$ cat src/rtl/uart_tx_arb.sv
// Round-robin arbiter sharing one UART transmitter between NREQ byte-stream requesters.
// Optional build macro ARB_HDR_EN: prefix every grant with header byte 8'hA0 | owner.
module uart_tx_arb #(
  parameter int NREQ      = 4,
  parameter int MAX_BYTES = 0
) (
  input  logic              clk,
  input  logic              nRst,
  input  logic [NREQ-1:0]   req_i,
  input  logic [NREQ-1:0]   vld_i,
  input  logic [NREQ-1:0]   last_i,
  input  logic [8*NREQ-1:0] data_i,
  output logic [NREQ-1:0]   gnt_o,
  output logic [NREQ-1:0]   ack_o,
  output logic [7:0]        tx_data_o,
  output logic              tx_go_o,
  input  logic              tx_busy_i,
  output logic [1:0]        owner_o,
  output logic              active_o
);

  localparam int CW = (MAX_BYTES < 1) ? 1 : $clog2(MAX_BYTES + 1);

  typedef enum logic [1:0] {IDLE, GRANT, SETTLE, WAIT_DONE} state_t;

  state_t          state_q, state_d;
  logic [NREQ-1:0] gnt_q, gnt_d;
  logic [NREQ-1:0] ack_q, ack_d;
  logic [7:0]      tx_data_q, tx_data_d;
  logic            tx_go_q, tx_go_d;
  logic [1:0]      owner_q, owner_d;
  logic [1:0]      ptr_q, ptr_d;
  logic            active_q, active_d;
  logic            sent_last_q, sent_last_d;
  logic [CW-1:0]   cnt_q, cnt_d;
`ifdef ARB_HDR_EN
  logic            hdr_pend_q, hdr_pend_d;
`endif

  logic            sel_req, sel_vld, sel_last;
  logic [7:0]      sel_data;
  logic [1:0]      pick;
  logic            pick_vld;
  logic            cap_hit;

  // Only the current owner's request lines matter while granted.
  always_comb begin
    sel_req  = 1'b0;
    sel_vld  = 1'b0;
    sel_last = 1'b0;
    sel_data = '0;
    for (int j = 0; j < NREQ; j++) begin
      if (owner_q == 2'(j)) begin
        sel_req  = req_i[j];
        sel_vld  = vld_i[j];
        sel_last = last_i[j];
        sel_data = data_i[8*j +: 8];
      end
    end
  end

  // First requester above the pointer, wrapping modulo NREQ.
  always_comb begin
    pick     = '0;
    pick_vld = 1'b0;
    for (int k = 1; k <= NREQ; k++) begin
      for (int j = 0; j < NREQ; j++) begin
        if (!pick_vld && req_i[j] && (j == ((int'(ptr_q) + k) % NREQ))) begin
          pick     = 2'(j);
          pick_vld = 1'b1;
        end
      end
    end
  end

  assign cap_hit = (MAX_BYTES != 0) && (cnt_q == CW'(MAX_BYTES));

  always_comb begin
    state_d     = state_q;
    gnt_d       = gnt_q;
    ack_d       = '0;
    tx_go_d     = 1'b0;
    tx_data_d   = tx_data_q;
    owner_d     = owner_q;
    ptr_d       = ptr_q;
    active_d    = active_q;
    sent_last_d = sent_last_q;
    cnt_d       = cnt_q;
`ifdef ARB_HDR_EN
    hdr_pend_d  = hdr_pend_q;
`endif
    case (state_q)
      IDLE: begin
        if (pick_vld) begin
          for (int j = 0; j < NREQ; j++) gnt_d[j] = (pick == 2'(j));
          owner_d  = pick;
          active_d = 1'b1;
          cnt_d    = '0;
`ifdef ARB_HDR_EN
          hdr_pend_d = 1'b1;
`endif
          state_d  = GRANT;
        end
      end
      GRANT: begin
        if (!sel_req) begin
          gnt_d    = '0;
          active_d = 1'b0;
          ptr_d    = owner_q;
          cnt_d    = '0;
          state_d  = IDLE;
        end
`ifdef ARB_HDR_EN
        else if (hdr_pend_q) begin
          if (!tx_busy_i) begin
            tx_data_d   = {6'b101000, owner_q};
            tx_go_d     = 1'b1;
            sent_last_d = 1'b0;
            hdr_pend_d  = 1'b0;
            state_d     = SETTLE;
          end
        end
`endif
        else if (sel_vld && !tx_busy_i) begin
          tx_data_d   = sel_data;
          tx_go_d     = 1'b1;
          ack_d       = gnt_q;
          sent_last_d = sel_last;
          cnt_d       = cnt_q + CW'(1);
          state_d     = SETTLE;
        end
      end
      // busy from the UART may not have risen yet; ignore it for one cycle
      SETTLE: state_d = WAIT_DONE;
      WAIT_DONE: begin
        if (!tx_busy_i) begin
          if (sent_last_q || cap_hit) begin
            gnt_d    = '0;
            active_d = 1'b0;
            ptr_d    = owner_q;
            cnt_d    = '0;
            state_d  = IDLE;
          end else begin
            state_d  = GRANT;
          end
        end
      end
      default: state_d = IDLE;
    endcase
  end

  always_ff @(posedge clk or negedge nRst) begin
    if (!nRst) begin
      state_q     <= IDLE;
      gnt_q       <= '0;
      ack_q       <= '0;
      tx_data_q   <= '0;
      tx_go_q     <= 1'b0;
      owner_q     <= '0;
      ptr_q       <= 2'(NREQ - 1);
      active_q    <= 1'b0;
      sent_last_q <= 1'b0;
      cnt_q       <= '0;
`ifdef ARB_HDR_EN
      hdr_pend_q  <= 1'b0;
`endif
    end else begin
      state_q     <= state_d;
      gnt_q       <= gnt_d;
      ack_q       <= ack_d;
      tx_data_q   <= tx_data_d;
      tx_go_q     <= tx_go_d;
      owner_q     <= owner_d;
      ptr_q       <= ptr_d;
      active_q    <= active_d;
      sent_last_q <= sent_last_d;
      cnt_q       <= cnt_d;
`ifdef ARB_HDR_EN
      hdr_pend_q  <= hdr_pend_d;
`endif
    end
  end

  assign gnt_o     = gnt_q;
  assign ack_o     = ack_q;
  assign tx_data_o = tx_data_q;
  assign tx_go_o   = tx_go_q;
  assign owner_o   = owner_q;
  assign active_o  = active_q;

endmodule

$ cat config.mk
export PLATFORM = sky130hd
export DESIGN_NAME = uart_tx_arb
export DESIGN_NICKNAME = d
export VERILOG_FILES = /design/src/rtl/uart_tx_arb.sv
export SDC_FILE = /design/constraint.sdc
export NUM_CORES = 1
export LEC_CHECK = 0
export CORE_ASPECT_RATIO = 1.75
export CORE_MARGIN = 2
export CORE_UTILIZATION = 40
export DETAILED_ROUTE_END_ITERATION = 8
export PLACE_DENSITY_LB_ADDON = 0.3
export SKIP_CTS_REPAIR_TIMING = 1
export SLEW_MARGIN = 20
export SYNTH_ARGS = -nofsm -noshare
export SYNTH_HDL_FRONTEND = slang
export SYNTH_SLANG_ARGS = --single-unit
$ cat constraint.sdc
create_clock -name clk -period 2.3 [get_ports clk]
set_input_delay 0.46 -clock clk [delete_from_list [all_inputs] [get_ports clk]]
set_output_delay 0.46 -clock clk [all_outputs]
set_load 0.05 [all_outputs]
Word level (Yosys, flattened, before mapping). Index checks and enable logic that the tools add are counted.

Logic and storage cells: 182. Output and inout bits: 20. Bits of input ports: 47. Register bits after elaboration: 25.

Reduce and logical (&&, ||, !) cells: 66. Equal/unequal tests: 26. Bitwise gates (word level): 4. Muxes and demuxes: 73. Add/sub/neg operators: 4.

Operators by type and width (number): logical NOT 32 bit (4); two-way mux 2 bit (21); two-way mux 1 bit (37); logical AND 1 bit (32); two-way mux 8 bit (4); two-way mux 4 bit (7); equality test 3 bit (first input constant) (8); logical NOT 1 bit (16); equality test 2 bit (second input constant) (6); equality test 2 x 3 -> 1 bit (first input constant) (4); case mux 4 bit (3 select lines) (1); != test 2 bit (second input constant) (4); case mux 2 bit (4 select lines) (1); OR reduction 2 bit (4); equality test 2 x 1 -> 1 bit (second input constant) (3); logical NOT 2 bit (3); AND reduction 3 bit (2); AND reduction 5 bit (1); adder 2 x 1 -> 2 bit (second input constant) (2); adder 2 bit (second input constant) (2); bitwise AND 1 bit (first input constant) (4); case mux 2 bit (2 select lines) (1); AND reduction 4 bit (1); != test 3 bit (second input constant) (1); 4 further kinds (4).

Longest topological paths before layout.
Depth after elaboration: 69. Depth in mapped cells: 6. Gate-level depth less buffers: 4.

Worst setup path before layout. Ideal clock, no wire load.

Path kind: register -> register. Start point: register owner_q[0], in the netlist owner_o[0]. End point: register sent_last_q. Clock period less this slack: 2.066 ns. Library setup time: 0.125 ns. Buffers on the path: 2. Slack: 0.234 ns. Arrival: 1.941 ns. Data required time: 2.175 ns. Cell stages (with the launch flop): 6. Path through: dfrtp_1 > buf_6 > mux4_2 > nor3b_4 > buf_6 > mux2_4.

Cells in the longest elaborated chain, start to end: 7. Elaborated cells between the ends (all ways): 18. Those cells by class: eq/ne: 3; mux: 12; reduce/logical: 3.

RTL lines: start, declared (RTL line 31) `logic [1:0] owner_q, owner_d;`; start signal, assigned (RTL line 173) `owner_q <= owner_d;`; logical NOT 2 bit (RTL line 53) `if (owner_q == 2'(j)) begin`; two-way mux 1 bit (4 in a row) (RTL line 53); logical AND 1 bit (RTL line 124) `else if (sel_vld && !tx_busy_i) begin`; AND reduction 3 bit (no line); end signal, assigned (RTL line 176) `sent_last_q <= sent_last_d;`; end, declared (RTL line 34) `logic sent_last_q, sent_last_d;`.

Parallel ways exist; a longest one is shown, timed or not. A chain may end at the register's enable or synchronous reset.

Final worst setup path.
Start point: input req_i[1]. End point: register tx_data_q[2], in the netlist tx_data_o[2].

Cells in the longest elaborated chain, start to end: 4.

RTL lines: start, declared (RTL line 9) `input logic [NREQ-1:0] req_i,`; two-way mux 1 bit (3 in a row) (RTL line 53); AND reduction 3 bit (no line); end signal, assigned (RTL line 171) `tx_data_q <= tx_data_d;`; end, declared (RTL line 29) `logic [7:0] tx_data_q, tx_data_d;`.

No other way between the ends.

==> metrics.md <==
| Metric | Value |
|---|---|
| # setup viols final | `0` |
| Crit path capture type | `flip-flop` |
| Ys flop type | `dfrtp_1` |
| Layout cells sized above 1 | `22.8%` |
| I/O pin count | `67` |
| Max-Cap Viols | `0` |
| Critical Path End | `tx_data_o[2]$_DFFE_PN0P_` |
| Vias post-DR | `1141` |
| CTS tree | `done` |
| Total power | `2.78 mW` |
| Clock Skews | `0.00193 ns` |
| Layout Nets | `219` |
| Clk sinks | `25` |
| Final Cycle Share | `90.5%` |
| Post-synth top area share | `42.0%` |
| Worst path slowest cell | `nor3b_4` |
| Fin Hold WS | `0.492 ns` |
| Row count | `28` |
| CP required | `2.45 ns` |
| Initial Utilization | `41.1%` |
| Clk Latency, worst-skew pair | `0.27 ns` |
| DRT antenna net count | `0` |
| Die Width | `48.2 um` |
| Synth area leaders | `dfrtp_1 (42%), mux4_2 (15%), mux2_4 (6.6%)` |
| Final Hold Viols | `0` |
| R2r endpoint | `tx_data_o[2]$_DFFE_PN0P_` |
| Static Leak | `0.907 nW` |
| Drt pass-1 iters | `4` |
| Mapped Area | `1370 um^2` |
| Worst Reg2Reg Path Length in Cells | `3` |
| Core Region | `3330 um^2` |
| Worst-margin pin slew | `0.725 ns` |
| Fin util | `65.1%` |
| Crit path kind | `input pin to flip-flop` |
| Initial antenna violation count | `0` |
| Worst setup SP type | `input pin` |
| Async SR Flop Fraction | `100%` |
| Placed cells | `212` |
| H-tree depth | `1` |
| CP peak stage delay | `0.64 ns` |
| Avg WL per Cell | `16.8 um` |
| Root Buffer | `clkbuf_8` |
| Worst Setup SP | `req_i[1]` |
| Non-Filler Instances | `216` |
| Largest area contributor in the netlist | `dfrtp_1` |
| Worst vdd ir | `0.760 mV` |
| Distinct cells, synth | `34` |
| Largest net degree at the start of global routing | `26` |
| Final min period | `2.08 ns` |
| Ant. Diodes | `0` |
| Total CTS buffers | `3` |
| Vias in the first global route | `1204` |
| Final slew viol count | `0` |
| CP delay by family, top | `multiplexers` |
| Reg2Reg Setup Slack | `0.26 ns` |
| Crit Path Max Fanout | `15` |
| First-pass GRT wire length | `5180 um` |
| Most frequent cells in the layout | `clkdlybuf4s50_1 (64), dfrtp_1 (23), buf_4 (10), mux4_2 (9), mux2_4 (6)` |
| Power per cell area | `1280 nW/um^2` |
| Clock buffer depth | `2` |
| FF+latch count, synth | `25` |
| Worst-path clk slew | `0.08 ns` |
| Syn_nets | `144` |
| Post-synth EDFFs | `0` |
| Congestion Overflow GR | `0` |
| RSZ-0062 raised after global routing | `false` |
| PortBufs | `66` |
| Share of the yosys chip area belonging to registers | `45.9%` |
| Critical R2R Launch | `owner_o[0]$_DFFE_PN0P_` |
| Mean Syn Cell Area | `14.1 um^2` |
| Worst slew margin | `51.6%` |
| Outcome | `complete, no violations` |
| Die height | `81.4 um` |
| Commonest non-fill, non-tap cell in the layout | `clkdlybuf4s50_1` |
| WL final | `3620 um` |
| Crit path depth | `4` |
| Iteration-0 DRC Markers | `28` |
| Die ar. | `3920 um^2` |
| Mapped Cells | `97` |
| Synth warnings | `0` |
| CP cell instances | `clkdlybuf4s50_1 -> mux4_2 -> nor3b_4 -> mux2_1` |
| Vias per inst | `5.28` |
| Data arrival time of the critical path | `2.24 ns` |
| Setup TNS | `0 ns` |
| Crit path buf inv count | `1` |
| Synth-to-layout area growth | `58.3%` |
| Fmax | `480 MHz` |
| GRT Util Overall | `18.9%` |
| DR DRC count | `0` |
| Placer Congestion | `0.756` |
| Final HPWL DP | `2990 um` |
| Hold WC Path Type | `flip-flop to flip-flop` |
-- through the flow --
step,setup WS [ns],instance area (um^2)
after global routing,0.0942,2170
after CTS,0.214,2170
after floorplan,0.234,1370
after detailed placement,-0.0790,2120
final,0.217,2170
after global placement,-0.0108,2120
-- sequential cells by signal (all words and copies together), names as in the netlist, named ones only --
register	cells
ack_o	4
active_o	1
gnt_o	4
owner_o	2
ptr_q	2
sent_last_q	1
state_q	1
tx_data_o	8
tx_go_o	1
-- layout make-up --
type                       instances  area [um^2]
clock buffer                       3         41.3
clock inverter                     1         5.00
timing repair buffer              75          736
tap                               45         56.3
multi-input combinational         66          697
fill                             261         1160
sequential                        25          628
inverter                           1         3.75
-- metal layers --
metal	global-route usage, %	share of wire, %	up-vias
met5	0	0	-
met4	8.92	2.5	0
met3	3.33	7.1	9
met2	35.9	57	49
met1	17.2	33	562
li1	-	-	521
-- kinds of logic (layout without fill, tap and decap cells) --
family | count (synthesis) | after routing | synth area share, %
flip-flops | 25 | 25 | 45.9
AND/OR/NAND/NOR | 25 | 25 | 10.6
multiplexers | 23 | 23 | 29.1
AO/OA/AOI/OAI | 18 | 18 | 11.2
buffers and inverters | 6 | 80 | 3.20
-- worst register-to-register path: stages, from the launching register on --
cell and delay [ns]:
dfrtp_1 0.48, mux4_2 0.42, nor3b_4 0.64, mux2_1 0.38
-- synth_stat cells (3+ instances only) --
library cell	number
a21o_1	3
and2_1	4
dfrtp_1	23
mux2_1	5
mux2_4	6
mux4_2	9
nand2_1	4
nand2b_1	3
nor2_1	5
nor2b_1	3
-- how the worst min path moves through the flow --
stage	start	endpoint	slack [ns]	cells after the start
finish	active_o$_DFFE_PN0P_	active_o$_DFFE_PN0P_	0.49	2
global route	tx_data_o[1]$_DFFE_PN0P_	tx_data_o[1]$_DFFE_PN0P_	0.53	1
CTS	tx_data_o[3]$_DFFE_PN0P_	tx_data_o[3]$_DFFE_PN0P_	0.50	1
detailed placement	active_o$_DFFE_PN0P_	active_o$_DFFE_PN0P_	0.48	2
global placement	active_o$_DFFE_PN0P_	active_o$_DFFE_PN0P_	0.46	2
floorplan	nRst	async pin	0.16	0
-- power breakdown --
group | internal, mW | total (mW) | switching, mW
clock network | 0.121 | 0.256 | 0.135
registers | 0.635 | 0.785 | 0.151
logic | 0.804 | 1.74 | 0.937
Power figures use the tool's default switching activity.
